**config.mk**
```make
export PLATFORM = sky130hd
export DESIGN_NAME = f1_light_monitor
export DESIGN_NICKNAME = d
export VERILOG_FILES = /design/src/rtl/f1_light_monitor.sv
export SDC_FILE = /design/constraint.sdc
export NUM_CORES = 1
export LEC_CHECK = 0
export BUFFER_PORTS_ARGS = -buffer_cell sky130_fd_sc_hd__buf_2
export CORE_ASPECT_RATIO = 1.5
export CORE_UTILIZATION = 40
export DETAILED_ROUTE_END_ITERATION = 7
export HOLD_SLACK_MARGIN = 0.15
export SYNTH_ARGS = -nofsm -noshare
export SYNTH_HDL_FRONTEND = slang
export SYNTH_SLANG_ARGS = --single-unit
```
**constraint.sdc**
```tcl
create_clock -name clk -period 13.28 [get_ports clk]
set_input_delay 0.664 -clock clk [delete_from_list [all_inputs] [get_ports clk]]
set_output_delay 0.664 -clock clk [all_outputs]
set_load 0.01 [all_outputs]
```
**src/rtl/f1_light_monitor.sv**
```systemverilog
// F1 start-light monitor: checks the thermometer light bar fills 0..N then goes out, and times the press.
// Optional macro BTN_SYNC_EN: btn passes through a 2-flop synchronizer ahead of btn_q.
module f1_light_monitor #(
  parameter int N_LIGHTS = 8,
  parameter int TIME_W   = 16
) (
  input  logic                clk,
  input  logic                rst,
  input  logic [N_LIGHTS-1:0] lights_in,
  input  logic                btn,
  input  logic                ack,
  output logic [3:0]          level,
  output logic                busy,
  output logic [TIME_W-1:0]   result,
  output logic                result_valid,
  output logic                timeout,
  output logic                err,
  output logic [1:0]          err_cause
);

  localparam logic [2:0] S_IDLE   = 3'd0;
  localparam logic [2:0] S_ARMING = 3'd1;
  localparam logic [2:0] S_FULL   = 3'd2;
  localparam logic [2:0] S_TIMING = 3'd3;
  localparam logic [2:0] S_DONE   = 3'd4;
  localparam logic [2:0] S_FAULT  = 3'd5;

  localparam logic [1:0] CAUSE_NONE = 2'b00;
  localparam logic [1:0] CAUSE_CODE = 2'b01;
  localparam logic [1:0] CAUSE_SEQ  = 2'b10;
  localparam logic [1:0] CAUSE_JUMP = 2'b11;

  localparam logic [TIME_W-1:0] CNT_MAX  = '1;
  localparam logic [TIME_W-1:0] CNT_ONE  = TIME_W'(1);
  localparam logic [3:0]        LVL_FULL = 4'(N_LIGHTS);

  logic [N_LIGHTS-1:0] lights_q;
  logic                btn_q;
  logic                btn_prev_q;
  logic                btn_src;
  logic [3:0]          level_prev_q;

  logic [2:0]          state_q, state_d;
  logic [TIME_W-1:0]   cnt_q, cnt_d;
  logic [TIME_W-1:0]   result_q, result_d;
  logic                timeout_q, timeout_d;
  logic [1:0]          cause_q, cause_d;

`ifdef BTN_SYNC_EN
  logic [1:0] btn_sync_q;

  always_ff @(posedge clk or negedge rst) begin
    if (!rst) begin
      btn_sync_q <= 2'b00;
    end else begin
      btn_sync_q <= {btn_sync_q[0], btn};
    end
  end

  assign btn_src = btn_sync_q[1];
`else
  assign btn_src = btn;
`endif

  always_ff @(posedge clk or negedge rst) begin
    if (!rst) begin
      lights_q     <= '0;
      btn_q        <= 1'b0;
      btn_prev_q   <= 1'b0;
      level_prev_q <= 4'd0;
    end else begin
      lights_q     <= lights_in;
      btn_q        <= btn_src;
      btn_prev_q   <= btn_q;
      level_prev_q <= level;
    end
  end

  // A legal thermometer code has no lit bit above an unlit one.
  logic [N_LIGHTS-1:0] hole;
  logic                code_legal;
  logic [3:0]          lit_count;

  assign hole[0] = 1'b0;
  for (genvar gi = 1; gi < N_LIGHTS; gi++) begin : g_hole
    assign hole[gi] = lights_q[gi] & ~lights_q[gi-1];
  end
  assign code_legal = ~|hole;

  always_comb begin
    lit_count = 4'd0;
    for (int i = 0; i < N_LIGHTS; i++) begin
      lit_count = lit_count + 4'(lights_q[i]);
    end
  end

  assign level = code_legal ? lit_count : 4'd0;

  logic btn_rise;
  logic lvl_change;
  logic lvl_step;

  assign btn_rise   = btn_q & ~btn_prev_q;
  assign lvl_change = (level != level_prev_q);
  assign lvl_step   = (level == level_prev_q + 4'd1);

  // Priority within every active state: illegal code, then button edge, then level change.
  always_comb begin
    state_d   = state_q;
    cnt_d     = cnt_q;
    result_d  = result_q;
    timeout_d = timeout_q;
    cause_d   = cause_q;
    case (state_q)
      S_IDLE: begin
        if (!code_legal) begin
          state_d = S_FAULT;
          cause_d = CAUSE_CODE;
        end else if (level == 4'd1) begin
          state_d = S_ARMING;
        end else if (level != 4'd0) begin
          state_d = S_FAULT;
          cause_d = CAUSE_SEQ;
        end
      end
      S_ARMING: begin
        if (!code_legal) begin
          state_d = S_FAULT;
          cause_d = CAUSE_CODE;
        end else if (btn_rise) begin
          state_d = S_FAULT;
          cause_d = CAUSE_JUMP;
        end else if (lvl_change) begin
          if (!lvl_step) begin
            state_d = S_FAULT;
            cause_d = CAUSE_SEQ;
          end else if (level == LVL_FULL) begin
            state_d = S_FULL;
          end
        end
      end
      S_FULL: begin
        if (!code_legal) begin
          state_d = S_FAULT;
          cause_d = CAUSE_CODE;
        end else if (btn_rise) begin
          // A press registered together with lights-out is a zero-cycle reaction.
          if (level == 4'd0) begin
            state_d   = S_DONE;
            result_d  = '0;
            timeout_d = 1'b0;
          end else begin
            state_d = S_FAULT;
            cause_d = CAUSE_JUMP;
          end
        end else if (lvl_change) begin
          if (level == 4'd0) begin
            state_d = S_TIMING;
            cnt_d   = CNT_ONE;
          end else begin
            state_d = S_FAULT;
            cause_d = CAUSE_SEQ;
          end
        end
      end
      S_TIMING: begin
        if (!code_legal) begin
          state_d = S_FAULT;
          cause_d = CAUSE_CODE;
        end else if (btn_rise) begin
          state_d   = S_DONE;
          result_d  = cnt_q;
          timeout_d = 1'b0;
        end else if (lvl_change) begin
          state_d = S_FAULT;
          cause_d = CAUSE_SEQ;
        end else if (cnt_q == CNT_MAX) begin
          state_d   = S_DONE;
          result_d  = CNT_MAX;
          timeout_d = 1'b1;
        end else begin
          cnt_d = cnt_q + CNT_ONE;
        end
      end
      S_DONE: begin
        if (ack) begin
          state_d   = S_IDLE;
          result_d  = '0;
          timeout_d = 1'b0;
          cnt_d     = '0;
        end
      end
      S_FAULT: begin
        if (ack) begin
          state_d = S_IDLE;
          cause_d = CAUSE_NONE;
          cnt_d   = '0;
        end
      end
      default: begin
        state_d   = S_IDLE;
        cnt_d     = '0;
        result_d  = '0;
        timeout_d = 1'b0;
        cause_d   = CAUSE_NONE;
      end
    endcase
  end

  always_ff @(posedge clk or negedge rst) begin
    if (!rst) begin
      state_q   <= S_IDLE;
      cnt_q     <= '0;
      result_q  <= '0;
      timeout_q <= 1'b0;
      cause_q   <= CAUSE_NONE;
    end else begin
      state_q   <= state_d;
      cnt_q     <= cnt_d;
      result_q  <= result_d;
      timeout_q <= timeout_d;
      cause_q   <= cause_d;
    end
  end

  assign busy         = (state_q == S_ARMING) || (state_q == S_FULL) || (state_q == S_TIMING);
  assign result       = result_q;
  assign result_valid = (state_q == S_DONE);
  assign timeout      = timeout_q;
  assign err          = (state_q == S_FAULT);
  assign err_cause    = cause_q;

endmodule

```
==> results of run 1 <==
==> per-layer routing <==
metal	vias up	share of wire, %	track usage, %
li1	1182	-	-
met1	1183	41	21.7
met2	69	52	35.1
met3	10	4.2	3.57
met4	0	2.2	10.2
met5	-	0	0
==> power breakdown <==
| group | switching, mW | internal, mW |
|---|---|---|
| Sequential | 0.0290 | 0.193 |
| Clock | 0.0536 | 0.0665 |
| Combinational | 0.115 | 0.0947 |
==> cell type report <==
type / count / share of cell area, %
clock inverters: 1 / 0.896
well taps: 100 / 3.73
flip-flops and latches: 52 / 38.8
inverters: 24 / 2.69
clock buffers: 7 / 2.88
multi-input cells: 221 / 45.0
repair buffers: 39 / 5.97
==> kinds of logic after synthesis <==
group / synth area share, %
simple gates: 23.7
xor+xnor: 2.37
fa+ha+maj: 4.83
mux: 2.33
flops: 44.1
buf+inv: 4.96
compound gates: 17.7
==> worst max-delay path, cell delays in order, from the launching register on <==
cell and delay (ps):
sky130_fd_sc_hd__dfrtp_1 360, sky130_fd_sc_hd__inv_1 60, sky130_fd_sc_hd__fa_1 560, sky130_fd_sc_hd__fa_1 430, sky130_fd_sc_hd__fa_1 440, sky130_fd_sc_hd__inv_1 70
sky130_fd_sc_hd__ha_1 150, sky130_fd_sc_hd__inv_1 50, sky130_fd_sc_hd__fa_1 430, sky130_fd_sc_hd__xor2_1 420, sky130_fd_sc_hd__mux2_4 340, sky130_fd_sc_hd__or4_4 430
sky130_fd_sc_hd__nand4b_4 130, sky130_fd_sc_hd__nand2_4 80, sky130_fd_sc_hd__o21a_1 200, sky130_fd_sc_hd__nor3_2 930, sky130_fd_sc_hd__a2bb2oi_1 220
==> sequential cells by signal (all words and copies together) (netlist names) <==
register / flops
state_q: 3
btn_q: 1
lights_q: 8
cnt_q: 16
timeout: 1
result: 16
err_cause: 2
level_prev_q: 4
btn_prev_q: 1
==> layout by cell type (no fill, tap or decap), drive strengths merged, types with 3 or more instances in the layout <==
cell type,n
xnor2,5
mux2,4
nand2b,6
dfrtp,52
nand3,16
a31oi,4
xor2,3
fa,4
a211oi,4
o211ai,10
or4,3
ha,5
nand2,40
a21oi,10
nor3,5
nor2,23
clkbuf,7
buf,39
nor4,4
o21ai,10
inv,24
or4b,9
and3,6
a2bb2oi,16
==> how the worst max path moves through the flow <==
stage / startpoint / to / slack [ps] / cells after the start
finish: lights_q[0] / result[2] / 7900 / 16
global route: lights_q[1] / result[3] / 7570 / 16
CTS: lights_q[0] / result[2] / 7880 / 16
detailed placement: lights_q[0] / result[9] / 7910 / 16
global placement: lights_q[0] / timeout / 8090 / 16
floorplan: lights_q[0] / cnt_q[14] / 8300 / 17
==> Yosys cell counts, types with 2 or more instances <==
master,count
sky130_fd_sc_hd__a211oi_1,4
sky130_fd_sc_hd__a21o_1,2
sky130_fd_sc_hd__a21oi_1,10
sky130_fd_sc_hd__a2bb2oi_1,16
sky130_fd_sc_hd__a31oi_1,4
sky130_fd_sc_hd__and3_1,6
sky130_fd_sc_hd__and4_1,2
sky130_fd_sc_hd__clkbuf_1,12
sky130_fd_sc_hd__dfrtp_1,52
sky130_fd_sc_hd__fa_1,4
sky130_fd_sc_hd__ha_1,5
sky130_fd_sc_hd__inv_1,24
sky130_fd_sc_hd__mux2_2,3
sky130_fd_sc_hd__mux2i_1,2
sky130_fd_sc_hd__nand2_1,39
sky130_fd_sc_hd__nand2b_1,6
sky130_fd_sc_hd__nand3_1,16
sky130_fd_sc_hd__nand4_1,2
sky130_fd_sc_hd__nor2_1,23
sky130_fd_sc_hd__nor2b_1,2
sky130_fd_sc_hd__nor3_1,4
sky130_fd_sc_hd__nor4_1,4
sky130_fd_sc_hd__o211ai_1,10
sky130_fd_sc_hd__o21a_1,2
sky130_fd_sc_hd__o21ai_0,8
sky130_fd_sc_hd__o21ai_1,2
sky130_fd_sc_hd__o221ai_1,2
sky130_fd_sc_hd__or2_2,2
sky130_fd_sc_hd__or4_1,2
sky130_fd_sc_hd__or4b_1,8
sky130_fd_sc_hd__xnor2_1,5
sky130_fd_sc_hd__xor2_1,3
==> stage by stage <==
step | instances | setup slack [ps]
after floorplan | 310 | 8300
after global placement | 436 | 8090
after detailed placement | 436 | 7910
after CTS | 444 | 7880
after global routing | 444 | 7570
final | 444 | 7900
==> results.cfg, run 1 <==
[route]
route.vias.total = 2444
dr.pass1.iters = 4
drt_total_wl_mm = 6.92
detail_route.drc_violations = 0
drt-initial-drc-count = 177
via_per_inst = 5.50
ant_nets = 0
wl_per_cell_um = 15.6

[layout]
post-route-util_pct = 46.7
num-nets-final = 364
ff_latch_area_sq_mm = 0.00130
multi_input_comb_area_sq_mm = 0.00151
antenna_cells_inserted = 0
final_layout_size_suffix_gt1_share_pct = 18.0
count_of_fill_cells_added_during_filler_insertion = 721
design_area_sq_mm = 0.00335
area.growth.synth_to_final_pct = 13.6

[synth]
synth.area.top_cells = sky130_fd_sc_hd__dfrtp_1 44%, sky130_fd_sc_hd__nand2_1 5.0%, sky130_fd_sc_hd__a2bb2oi_1 4.7%
synth_seq_area_share_pct = 44.1
syn-mean-instance-area_sq_um = 9.52
postSynth.asyncResetShare_pct = 100
yosys.area.top_type_share_pct = 44.1
syn-instance-count = 310
ys.flop_type = sky130_fd_sc_hd__dfrtp_1
synth.net_count = 331
synthDistinctLibCells = 56
ys_ff_latch = 52
synth-edff-count = 0
syn_area_sq_mm = 0.00295
yosys_warnings = 0
synth_area_leader_cell = sky130_fd_sc_hd__dfrtp_1

[clock_network]
cts_tree = yes
worst_setup_hold_path_clk_slew_ps = 90
cts.repair_timing.setup_buffer_count = 0
cts_buffers = 5
post_cts.resized_instances = 0
clock_buffer_depth = 2
clkSinkCount = 52
cts_hold_buf = 0
clock_tree.htree_level_count = 2
clock_insertion_delay_worst_skew_ps = 310
clock_tree.root_cell = sky130_fd_sc_hd__clkbuf_8

[sta]
setup-violations-final = 0
setup_repair_after_global_routing_missed_its_margin = false
min_period_over_period_pct = 40.5
final_hold_slack_ps = 404
slew-limit-headroom_pct = 16.7
fmax_ghz = 0.186
timing.clock.skew_ps = 5.33
hold_viol = 0
max_slew.worst_pin.slew_ps = 1240
finalSetupTns_ps = 0
drv_slew = 0
period_minus_slack_ps = 5380

[power]
powerDensity_mw_per_mm2 = 165
irDropWorstVdd_mv = 0.0828
post-layout-total-power_mw = 0.552
power.leakage_nw = 1.50

[run]
timing.max_cap.violations = 0

[die]
initial_standard_cell_utilization_of_the_core_pct = 41.1
num_io_pins = 38
core_area_sq_mm = 0.00718
chipWidth_um = 72.1
die_height_um = 107
fp-row-count = 38
die_area_sq_mm = 0.00773

[worst_hold_path]
hold_start = btn_q
holdPathStages = 0
min-delay-path-class = reg -> reg
worstHoldEndpoint = btn_prev_q

[placed_design]
dp_hpwl_mm = 4.75
dpl_cell_area_sq_mm = 0.00322
placement.io_buffers = 37
routabilityCongestion = 0.947

[critical_path]
ff2ff_setup_slack_ps = 7900
path_class = reg -> reg
crit_path_max_fanout = 17
worst-endpoint-arrival_ps = 5610
setup.worst_path.start_class = register
timing.critical_path.to_type = register
rr_endpoint = result[2]
r2r_start = lights_q[0]
ff2ff_path_depth = 16
worst_ep_required_time_ps = 13520

[grt]
groute.usage.overall_pct = 19.7
grt_overflow_total = 0
grt_start_max_net_pins = 53
grt_pass1_wl_mm = 11.7
via_count_of_the_first_global_routing_pass = 2467
number_of_antenna_violations_at_the_first_check_in_global_routing = 0

[outcome]
run_status = complete, no violations
No activity file was read; power rests on OpenSTA's default activity.
==> run 2: changes to the inputs <==
- clock period: 13.28 -> 4.9 ns (I/O delays scaled with it)
==> run 2 against run 1 <==
Net effect:
- the flow now finishes with violations (negative setup slack)
- final area is 7.9% higher
- worst hold slack worse by 78 ps
- clock power is 140% higher
- via count is 2.9% higher
- global-route usage is 0.40 points higher
==> results.cfg, run 2 (synthesis results as in run 1) <==
[layout]
final_common_cell = sky130_fd_sc_hd__dfrtp_1
mostFrequentLayoutCells = 52 x sky130_fd_sc_hd__dfrtp_1, 38 x sky130_fd_sc_hd__nand2_1, 37 x sky130_fd_sc_hd__buf_2
multi_input_comb_area_sq_mm = 0.00154
final_layout_size_suffix_gt1_share_pct = 23.0
ff_latch_area_sq_mm = 0.00130
design_area_sq_mm = 0.00362
num-nets-final = 391
area.growth.synth_to_final_pct = 22.6
antenna_cells_inserted = 0
count_of_fill_cells_added_during_filler_insertion = 698

[route]
detail_route.drc_violations = 0
wl_per_cell_um = 15.0
via_per_inst = 5.36
drt-initial-drc-count = 174
dr.pass1.iters = 4
drt_total_wl_mm = 7.05
route.vias.total = 2515
ant_nets = 0

[clock_network]
cts_buffers = 5
clock_tree.htree_level_count = 2
clock_insertion_delay_worst_skew_ps = 300
clkSinkCount = 52
worst_setup_hold_path_clk_slew_ps = 90
cts_tree = yes
clock_buffer_depth = 2
clock_tree.root_cell = sky130_fd_sc_hd__clkbuf_8

[die]
initial_standard_cell_utilization_of_the_core_pct = 41.1
die_height_um = 107
fp-row-count = 38
core_area_sq_mm = 0.00718
num_io_pins = 38
chipWidth_um = 72.1
die_area_sq_mm = 0.00773

[critical_path]
cpMostUsedCell = sky130_fd_sc_hd__fa_1
path_class = reg -> reg
crit_path_cell_trace = inv_2 > fa_1 > fa_1 > fa_1 > inv_1 > ha_2 > inv_2 > fa_2 > xor2_2 > mux2_4 > or4_4 > nand4b_4 > nand2_4 > or4b_4 > buf_6 > or4b_1 > nand2_1
worst_path_max_delay_cell = sky130_fd_sc_hd__fa_1
cp_num_buf_inv = 4
worst_ep_required_time_ps = 5150
timing.critical_path.slowest_cell_delay_ps = 550
crit_family = adder cells
worst-endpoint-arrival_ps = 5150
timing.critical_path.to_type = register
setup.worst_path.start_class = register
crit_path_max_fanout = 4

[power]
powerDensity_mw_per_mm2 = 423
p_clk_share_pct = 18.6
power.leakage_nw = 1.62
power.internal_mw = 0.989
switchingPower_mw = 0.541
p_sw_share_pct = 35.4
sequentialPowerShare_pct = 39.3
irDropWorstVdd_mv = 0.220
p_comb_share_pct = 42.1

[grt]
number_of_antenna_violations_at_the_first_check_in_global_routing = 0
grt_pass1_wl_mm = 12.2
grt_overflow_total = 0
grt_start_max_net_pins = 53
via_count_of_the_first_global_routing_pass = 2529
groute.usage.overall_pct = 20.1

[placed_design]
dpl_cell_area_sq_mm = 0.00331
dp_hpwl_mm = 4.74
routabilityCongestion = 0.831
placement.io_buffers = 37

[sta]
finalSetupTns_ps = -0.515
fmax_ghz = 0.204
timing.clock.skew_ps = 5.23
setup_repair_after_global_routing_missed_its_margin = true
hold_viol = 0
drv_slew = 0
final_hold_slack_ps = 326
min_period_over_period_pct = 100
slew-limit-headroom_pct = 19.5
setup-violations-final = 1
period_minus_slack_ps = 4900
setup_slack_after_layout_ps = -0.515
max_slew.worst_pin.slew_ps = 1200

[outcome]
failed_checks = negative setup slack
run_status = complete, but fails checks

[worst_hold_path]
min-delay-path-class = in -> reg

[run]
timing.max_cap.violations = 0
run 2: path summary, 6_finish.rpt:
path / to / from / slack [ps] / cells after the start
min reg2reg: btn_prev_q / btn_q / 400 / 0
max in group asynchronous: lights_q[1] / rst / 3850 / 3
max reg2reg: cnt_q[5] / lights_q[0] / -0.5 / 17
min: state_q[2] / ack / 330 / 3
max: cnt_q[5] / lights_q[0] / -0.5 / 17
min in group asynchronous: err_cause[0] / rst / 590 / 3
run 2: routing by layer:
layer  GRT usage [%]  share of wire, %  up-vias
met1            23.9                44     1242
met3            3.20               2.1       15
met2            35.4                52       33
li1                -                 -     1225
met5               0                 0        -
met4            8.12               2.4        0
run 2: worst reg2reg max path, delay by kind of cell (launching register included):
kind                       cells  cell delay, ps
buffers and inverters          4             310
muxes                          1             310
xor gates and xnor gates       1             170
and+or+nand+nor                6            1740
adders and majority gates      5            1960
DFF                            1             370
run 2: what timing repair did:
action / CTS / global route
setup buffers: 5 / 3
setup endpoints to repair: 8 / 16
cloned: 0 / 0
hold buffers: 10 / 0
resized for setup: 4 / 14
pin swaps: 1 / 2
hold endpoints to repair: 61 / 0
run 2: final cells by class:
class / count / area share, %
inverters: 24 / 2.49
flip-flops and latches: 52 / 36.0
repair buffers: 66 / 12.8
multi-input cells: 221 / 42.5
well taps: 100 / 3.46
clock inverters: 1 / 0.830
clock buffers: 5 / 1.90
run 2: stage by stage:
step                instances  setup slack (ps)  power (mW)  util [%]
CTS                       466             -6.25        1.52      49.5
detailed placement        445             -19.9        1.21      46.1
finish                    469            -0.515        1.53      50.4
global placement          445              63.3        1.20      46.1
floorplan                 310            0.0511       0.989         -
global route              469              -160        1.63      50.4
run 2: power groups by stage:
stage / logic [mW] / clock network [mW] / registers (mW)
6_report: 0.645 / 0.284 / 0.601
5_1_grt: 0.708 / 0.307 / 0.617
4_1_cts: 0.623 / 0.295 / 0.601
3_5_place_dp: 0.599 / 0 / 0.608
3_3_place_gp: 0.595 / 0 / 0.608
2_1_floorplan: 0.369 / 0 / 0.620
==> run 3: changes to the inputs <==
- HOLD_SLACK_MARGIN: 0.15 -> default
- RECOVER_POWER: default -> 50
==> run 3 against run 2 <==
Net effect:
- the run ends with max-capacitance violations, max-slew violations, negative setup slack left
- cell count down 2.1%
- via count down 2.1%
- worst hold slack lost 290 ps
- critical path depth unchanged
- clock-buffer cell count did not move
- setup slack lost 1.2 ps
- sequential share of layout area up 1.1 points
- wire length fell by 2.5%
- die area is the same
- combinational power down 0.9%
- sequential power is essentially flat
- clock skew barely moved
- highest routed layer unchanged
==> results.cfg, run 3 (synthesis results as in run 1) <==
[sta]
timing.clock.skew_ps = 5.49
max_slew.worst_pin.slew_ps = 2840
setup_slack_after_layout_ps = -1.76
min_period_over_period_pct = 100
period_minus_slack_ps = 4900
hold_viol = 0
drv_slew = 53
setup-violations-final = 1
setup_repair_after_global_routing_missed_its_margin = true
fmax_ghz = 0.204
slew-limit-headroom_pct = -89.6
final_hold_slack_ps = 40.5

[power]
irDropWorstVdd_mv = 0.221
powerDensity_mw_per_mm2 = 433
post-layout-total-power_mw = 1.52
power.leakage_nw = 1.58

[placed_design]
dp_hpwl_mm = 4.74
placement.io_buffers = 37
routabilityCongestion = 0.831
detailedPlace.worstSlack_ps = -19.9
inst_count_dp = 445

[clock_network]
worst_setup_hold_path_clk_slew_ps = 90
clock_tree.htree_level_count = 2
clkSinkCount = 52
cts_tree = yes
clock_tree.root_cell = sky130_fd_sc_hd__clkbuf_8
clock_buffer_depth = 2
cts_hold_buf = 0
cts_buffers = 5
clock_insertion_delay_worst_skew_ps = 300

[critical_path]
cp_num_buf_inv = 4
worst-endpoint-arrival_ps = 5150
crit_path_max_fanout = 4
setup.worst_path.start_class = register
worst_ep_required_time_ps = 5150
cpMostUsedCell = sky130_fd_sc_hd__fa_1
crit_family = adder cells
timing.critical_path.to_type = register
crit_path_cell_trace = inv_2 > fa_1 > fa_1 > fa_1 > inv_1 > ha_2 > inv_2 > fa_2 > xor2_2 > mux2_4 > or4_4 > nand4b_4 > nand2_4 > or4b_4 > buf_6 > or4b_1 > nand2_1
path_class = reg -> reg
worst_path_max_delay_cell = sky130_fd_sc_hd__fa_1
timing.critical_path.slowest_cell_delay_ps = 550

[die]
die_area_sq_mm = 0.00773
initial_standard_cell_utilization_of_the_core_pct = 41.1
die_height_um = 107
num_io_pins = 38
fp-row-count = 38
chipWidth_um = 72.1
core_area_sq_mm = 0.00718

[layout]
mostFrequentLayoutCells = 52 x sky130_fd_sc_hd__dfrtp_1, 38 x sky130_fd_sc_hd__nand2_1, 37 x sky130_fd_sc_hd__buf_2
instances_no_fill = 459
antenna_cells_inserted = 0
final_common_cell = sky130_fd_sc_hd__dfrtp_1
final_layout_size_suffix_gt1_share_pct = 23.4
post-route-util_pct = 48.9
area.growth.synth_to_final_pct = 19.0
num-nets-final = 381

[grt]
grt_overflow_total = 0
grt_pass1_wl_mm = 11.8
number_of_antenna_violations_at_the_first_check_in_global_routing = 0
groute.usage.overall_pct = 19.6
grt_start_max_net_pins = 53
via_count_of_the_first_global_routing_pass = 2456

[route]
wl_per_cell_um = 15.0
drt-initial-drc-count = 185
route.vias.total = 2463
drt_total_wl_mm = 6.87
via_per_inst = 5.37
detail_route.drc_violations = 0
ant_nets = 0
dr.pass1.iters = 4

[outcome]
failed_checks = max-capacitance violations, max-slew violations, negative setup slack
run_status = complete, but fails checks

[worst_hold_path]
min-delay-path-class = in -> reg

[run]
timing.max_cap.violations = 1
==> run 3: per-stage QoR <==
stage	setup TNS, ps	instance area [sq um]
finish	-1.76	3510
global route	-1530	3510
CTS	-6.25	3450
detailed placement	-51.5	3310
global placement	0	3310
floorplan	0	2960
==> run 3: power breakdown <==
group / switching [mW] / leakage [nW] / internal, mW
Sequential: 0.0779 / 0.661 / 0.523
Clock: 0.136 / 0.0501 / 0.147
Combinational: 0.325 / 0.865 / 0.314
==> run 3: worst paths after layout <==
check                            start      endpoint  cells past startpoint  slack, ps
max in group asynchronous          rst   lights_q[1]                      2       2350
min reg2reg                      btn_q    btn_prev_q                      0        400
min in group asynchronous          rst  err_cause[0]                      2        930
max reg2reg                lights_q[0]      cnt_q[5]                     17         -2
max                        lights_q[0]      cnt_q[5]                     17         -2
min                                btn         btn_q                      1         40
==> run 3: worst reg2reg max path: stages, from the launching register on <==
cell                       delay [ps]
sky130_fd_sc_hd__dfrtp_1          370
sky130_fd_sc_hd__inv_2             50
sky130_fd_sc_hd__fa_1             550
sky130_fd_sc_hd__fa_1             430
sky130_fd_sc_hd__fa_1             440
sky130_fd_sc_hd__inv_1             70
sky130_fd_sc_hd__ha_2             180
sky130_fd_sc_hd__inv_2             40
sky130_fd_sc_hd__fa_2             360
sky130_fd_sc_hd__xor2_2           170
sky130_fd_sc_hd__mux2_4           310
sky130_fd_sc_hd__or4_4            430
sky130_fd_sc_hd__nand4b_4         130
sky130_fd_sc_hd__nand2_4           50
sky130_fd_sc_hd__or4b_4           550
sky130_fd_sc_hd__buf_6            150
sky130_fd_sc_hd__or4b_1           500
sky130_fd_sc_hd__nand2_1           80
==> run 3: layout make-up <==
| type | instances | area, sq um |
|---|---|---|
| clock buffers | 5 | 68.8 |
| multi-input cells | 221 | 1540 |
| clock inverters | 1 | 30.0 |
| repair buffers | 56 | 359 |
| inverters | 24 | 90.1 |
| flip-flops and latches | 52 | 1300 |
| well taps | 100 | 125 |
| fillers | 703 | 3670 |
==> run 3: timing repair <==
item	CTS	global route
pin swaps	1	2
setup endpoints to repair	8	16
gates resized for setup	4	14
gates cloned	0	0
buffers inserted	5	3
==> run 3: routing by layer <==
metal / part of all wire (%) / vias up / global-route usage, % / wire length [um]
met5: 0 / - / 0 / 0
met4: 1.7 / 0 / 7.28 / 118
met3: 2.1 / 9 / 3.01 / 146
met2: 52 / 29 / 34.7 / 3600
met1: 44 / 1221 / 23.5 / 3000
li1: - / 1204 / - / -
